### config.mk
export PLATFORM = sky130hd
export DESIGN_NAME = cr_prefix_pf_buf
export DESIGN_NICKNAME = d
export VERILOG_FILES = /design/src/rtl/cr_prefix_pf_buf_pkg.sv /design/src/rtl/cr_prefix_pf_buf_stat.sv /design/src/rtl/cr_prefix_pf_buf.sv
export SDC_FILE = /design/constraint.sdc
export NUM_CORES = 1
export LEC_CHECK = 0
export BUFFER_PORTS_ARGS = -buffer_cell sky130_fd_sc_hd__buf_4
export CAP_MARGIN = 20
export CELL_PAD_IN_SITES_DETAIL_PLACEMENT = 1
export CELL_PAD_IN_SITES_GLOBAL_PLACEMENT = 2
export CORE_MARGIN = 8
export CORE_UTILIZATION = 34
export DETAILED_ROUTE_END_ITERATION = 8
export HOLD_SLACK_MARGIN = 0.1
export PLACE_DENSITY_LB_ADDON = 0.1
export SLEW_MARGIN = 40
export SYNTH_ARGS = -nofsm -noshare
export SYNTH_HDL_FRONTEND = slang
export SYNTH_SLANG_ARGS = --single-unit
### constraint.sdc
create_clock -name clk -period 3.8 [get_ports clk]
set_clock_uncertainty 0.2 [all_clocks]
set_input_delay 0.76 -clock clk [delete_from_list [all_inputs] [get_ports clk]]
set_output_delay 0.76 -clock clk [all_outputs]
set_load 0.005 [all_outputs]
### src/rtl/cr_prefix_pf_buf_pkg.sv
// Shared prefix-path package: buffer sizing, debug status layout and a
// saturating increment helper used by the drop counter.
package cr_prefixPKG;

  localparam int N_PREFIX_PF_ENTRIES = 16;
  localparam int PREFIX_PF_AFULL     = 12;
  localparam int PREFIX_PF_WIDTH     = 9;
  localparam int PREFIX_PF_LVL_W     = $clog2(N_PREFIX_PF_ENTRIES + 1);

  // Folded into the debug status registers.
  typedef struct packed {
    logic                       ovfl;
    logic [15:0]                drop_cnt;
    logic [PREFIX_PF_LVL_W-1:0] level;
  } prefix_pf_status_t;

  function automatic logic [15:0] sat_inc16(input logic [15:0] v);
    return (v == 16'hFFFF) ? v : v + 16'd1;
  endfunction

endpackage

### src/rtl/cr_prefix_pf_buf_stat.sv
// Debug status for the prefix buffer: sticky overflow flag and a 16-bit
// saturating count of dropped writes.
// Ports:
//   clk, rst      : clock, synchronous active-high reset
//   i_drop        : a write was dropped this cycle
//   i_clr         : clear both status fields (a same-cycle drop still counts)
//   o_ovfl        : sticky overflow flag
//   o_drop_cnt    : dropped-write count, saturates at 0xFFFF
module cr_prefix_pf_stat
  import cr_prefixPKG::*;
(
  input  logic        clk,
  input  logic        rst,
  input  logic        i_drop,
  input  logic        i_clr,
  output logic        o_ovfl,
  output logic [15:0] o_drop_cnt
);

  logic        r_ovfl;
  logic [15:0] r_drop_cnt;
  logic        w_ovfl_nxt;
  logic [15:0] w_drop_cnt_nxt;

  // Clear first, then the drop lands on the cleared value.
  always_comb begin
    w_ovfl_nxt     = r_ovfl;
    w_drop_cnt_nxt = r_drop_cnt;
    if (i_clr) begin
      w_ovfl_nxt     = 1'b0;
      w_drop_cnt_nxt = 16'd0;
    end
    if (i_drop) begin
      w_ovfl_nxt     = 1'b1;
      w_drop_cnt_nxt = sat_inc16(w_drop_cnt_nxt);
    end
  end

  always_ff @(posedge clk) begin
    if (rst) begin
      r_ovfl     <= 1'b0;
      r_drop_cnt <= 16'd0;
    end else begin
      r_ovfl     <= w_ovfl_nxt;
      r_drop_cnt <= w_drop_cnt_nxt;
    end
  end

  assign o_ovfl     = r_ovfl;
  assign o_drop_cnt = r_drop_cnt;

endmodule

### src/rtl/cr_prefix_pf_buf.sv
// Prefix output buffer between the recognizer microsequencer and the prefix
// consumer. First-word-fall-through FIFO with registered full/almost-full
// back-pressure and debug drop statistics.
// Ports:
//   clk, rst                : clock, synchronous active-high reset
//   rec_us_prefix_valid     : write strobe from the recognizer
//   rec_us_pf_datain        : prefix word to write
//   pf_full, pf_afull       : back-pressure, decoded from registered level
//   pf_ob_valid, pf_ob_data : head word presented to the consumer
//   pf_ob_rd                : consumer pop (ignored when empty)
//   pf_level                : current occupancy
//   pf_ovfl, pf_drop_cnt    : debug status
//   pf_clr_stat             : clear debug status
module cr_prefix_pf_buf
  import cr_prefixPKG::*;
#(
  parameter int DEPTH        = N_PREFIX_PF_ENTRIES,
  parameter int AFULL_THRESH = PREFIX_PF_AFULL,
  parameter int WIDTH        = PREFIX_PF_WIDTH
) (
  input  logic                       clk,
  input  logic                       rst,
  input  logic                       rec_us_prefix_valid,
  input  logic [WIDTH-1:0]           rec_us_pf_datain,
  output logic                       pf_full,
  output logic                       pf_afull,
  output logic                       pf_ob_valid,
  output logic [WIDTH-1:0]           pf_ob_data,
  input  logic                       pf_ob_rd,
  output logic [$clog2(DEPTH+1)-1:0] pf_level,
  output logic                       pf_ovfl,
  output logic [15:0]                pf_drop_cnt,
  input  logic                       pf_clr_stat
);

  localparam int PW = $clog2(DEPTH);
  localparam int LW = $clog2(DEPTH + 1);

  logic [WIDTH-1:0] r_mem [DEPTH];
  logic [PW-1:0]    r_wr_ptr;
  logic [PW-1:0]    r_rd_ptr;
  logic [LW-1:0]    r_level;

  logic w_full;
  logic w_valid;
  logic w_wr_acc;
  logic w_rd_acc;
  logic w_drop;

  assign w_full   = (r_level == LW'(DEPTH));
  assign w_valid  = (r_level != '0);
  // Acceptance uses the registered full flag, so a same-cycle pop never
  // frees a slot for the write.
  assign w_wr_acc = rec_us_prefix_valid & ~w_full;
  assign w_rd_acc = pf_ob_rd & w_valid;
  assign w_drop   = rec_us_prefix_valid & w_full;

  always_ff @(posedge clk) begin
    if (rst) begin
      for (int i = 0; i < DEPTH; i++) r_mem[i] <= '0;
    end else if (w_wr_acc) begin
      r_mem[r_wr_ptr] <= rec_us_pf_datain;
    end
  end

  always_ff @(posedge clk) begin
    if (rst) begin
      r_wr_ptr <= '0;
      r_rd_ptr <= '0;
      r_level  <= '0;
    end else begin
      if (w_wr_acc) r_wr_ptr <= r_wr_ptr + PW'(1);
      if (w_rd_acc) r_rd_ptr <= r_rd_ptr + PW'(1);
      case ({w_wr_acc, w_rd_acc})
        2'b10:   r_level <= r_level + LW'(1);
        2'b01:   r_level <= r_level - LW'(1);
        default: r_level <= r_level;
      endcase
    end
  end

  cr_prefix_pf_stat u_stat (
    .clk        (clk),
    .rst        (rst),
    .i_drop     (w_drop),
    .i_clr      (pf_clr_stat),
    .o_ovfl     (pf_ovfl),
    .o_drop_cnt (pf_drop_cnt)
  );

  assign pf_full     = w_full;
  assign pf_afull    = (r_level >= LW'(AFULL_THRESH));
  assign pf_ob_valid = w_valid;
  assign pf_ob_data  = r_mem[r_rd_ptr];
  assign pf_level    = r_level;

endmodule

==> flow_summary.toml <==
[finish]
drive_above_1_share_pct = 25.0
diodes = 0
final_common_cell = "and2_1"
syn_to_final_growth_pct = 17.5
final_cell_mix = "145 x and2_1, 144 x edfxtp_1, 65 x buf_4"
finalNetCount = 679
fin_util_pct = 40.4
finalNonFillerCells = 992

[drt]
drtIter0Drc = 162
ant_nets = 0
wl_per_cell_um = 21.6
via_count = 4903
drc = 0
wl_um = 21500
routed_via_density = 4.94
firstDrtPassIters = 4

[power]
peakVddDrop_mv = 0.273
p_leak_nw = 3.55
total_power_w = 0.00529
power.density_mw_per_mm2 = 542

[global_route]
grt_pass1_wl_um = 33200
antenna_found_initial = 0
first_global_vias = 5509
grt_start_max_net_pins = 44
gr-total-overflow = 0
track_usage_pct = 15.5

[floorplan]
die_area_mm2 = 0.0297
row_count = 57
die_h_um = 172
io_pins = 48
die_x_um = 172
start_util_pct = 34.4
core_mm2 = 0.0242

[place]
dpl.cell_count = 961
port_buffers = 47
place_congestion = 0.738
dp_hpwl_um = 14400

[critical_path]
end_kind = "primary output"
critical-path-top-delay-family = "multiplexers"
critPathMaxStageDelay_ps = 520
cp_num_buf_inv = 2
cp.required_ps = 2840
cp-start-kind = "flip-flop"
critPathMaxFanout = 36
worstSetupPathType = "flip-flop to primary output"
crit_slowest_cell = "mux4_2"
r2r-start = "pf_level[2]"
arrival_ps = 2400
crit_chain = "buf_4 > mux4_2 > mux4_2 > buf_4"

[timing]
tightest_slew_ps = 749
slew_viol_final = 0
fin_setup_tns_ps = 0
hold_viol = 0
period_needed_ps = 3360
rsz0062_at_grt = "false"
setup_viol = 0
slew_headroom_pct = 49.9
max_freq_ghz = 0.298
min_period_over_period_pct = 88.4

[cts]
htree_num_levels = 4
clockRootBuffer = "clkbuf_16"
cts_buffers = 17
cts_setup_buffers = 0
cts_resized = 0
cts_tree = "built"
clk_pin_slew_worst_paths_ps = 70
holdBufCountCts = 0
clock_path_buffers = 2
cts_sinks = 178
clk_latency_ps = 430

[synthesis]
synth_edf_count = 144
synth_fp_nets = 624
synth-warning-count = 0
syn_avg_cell_area_um2 = 13.8
ys_seq_area_share_pct = 60.3
yosysTopAreaCellShare_pct = 52.1
synth_area_mm2 = 0.00831
ys_seq_elements = 178
synthTopCellsByArea = "edfxtp_1 52%, mux4_2 12%, and2_1 11%"
synth_cell_types = 43
synthArstFlopShare_pct = 0
syn-instance-count = 601
yosysTopAreaCell = "edfxtp_1"
synth_ff_type = "edfxtp_1"

[job]
maxCapViolCount = 0

[worst_hold_path]
min-delay-start = "u_stat.o_ovfl"
hold_class = "flip-flop to flip-flop"

[run_status]
status = "finished, final reports clean"
## sequential cells by signal (all words and copies together), names as in the netlist, named ones only
| name | count |
|---|---|
| r_mem | 144 |
| pf_level | 5 |
| r_wr_ptr | 4 |
| u_stat.o_drop_cnt | 16 |
| u_stat.o_ovfl | 1 |
| r_rd_ptr | 4 |
## logic make-up after synthesis
logic type	share of synthesized area (%)
adders and majority gates	1.36
and+or+nand+nor	19.8
AOI/OAI and AO/OA	2.21
xor gates and xnor gates	1.90
DFF	60.3
muxes	12.8
buffers and inverters	1.66
## report_power, final
group | switching (W) | leakage (nW) | internal [W]
Sequential | 0.0000889 | 1.76 | 0.00222
Clock | 0.000782 | 0.305 | 0.00118
Combinational | 0.000533 | 1.48 | 0.000490
## layout make-up
type,count,area (µm²)
fill,2495,14400
sequential,178,5010
multi-input combinational,388,3170
timing repair buffer,66,508
clock buffer,17,425
tap,324,405
clock inverter,14,224
inverter,5,18.8
## cell usage after synthesis, types with 4 or more instances
cell / n
and2_1: 145
edfxtp_1: 144
mux4_2: 45
nor2_1: 45
dfxtp_1: 34
clkbuf_1: 23
or2_2: 18
nand2_1: 15
a21oi_1: 11
nand2b_1: 11
ha_1: 9
xnor2_1: 9
xor2_1: 9
nand4_1: 8
nor2b_1: 7
nor3_1: 7
nand3b_1: 6
buf_2: 5
inv_1: 5
mux2i_1: 4
nand3_1: 4
o21ai_0: 4
## path summary, 6_finish.rpt
| kind | endpoint | slack [ps] | cells past startpoint |
|---|---|---|---|
| min | u_stat.o_ovfl | 280 | 2 |
| min reg2reg | u_stat.o_ovfl | 280 | 2 |
| max | pf_ob_data[4] | 440 | 4 |
| max reg2reg | pf_level[4] | 590 | 10 |
## per-stage QoR
step	hold slack, ps	worst slack (ps)	cell area [µm²]
after CTS	289	408	9750
after floorplan	267	502	8310
after global routing	310	274	9760
after global placement	264	539	9100
after detailed placement	275	487	9100
final	283	440	9760
## tightest hold or removal path, cell delays in order, from the launching register on
cell and delay [ps]:
dfxtp_1 320, nand2b_1 60, a21oi_1 60
## per-layer routing
metal | GRT usage (%) | routed length [µm] | part of all wire (%)
met5 | 0 | 0 | 0
met2 | 27.6 | 11200 | 52
met4 | 4.76 | 248 | 1.2
met1 | 18.5 | 9200 | 43
met3 | 3.11 | 777 | 3.6
(Power assumes the default switching activity.)
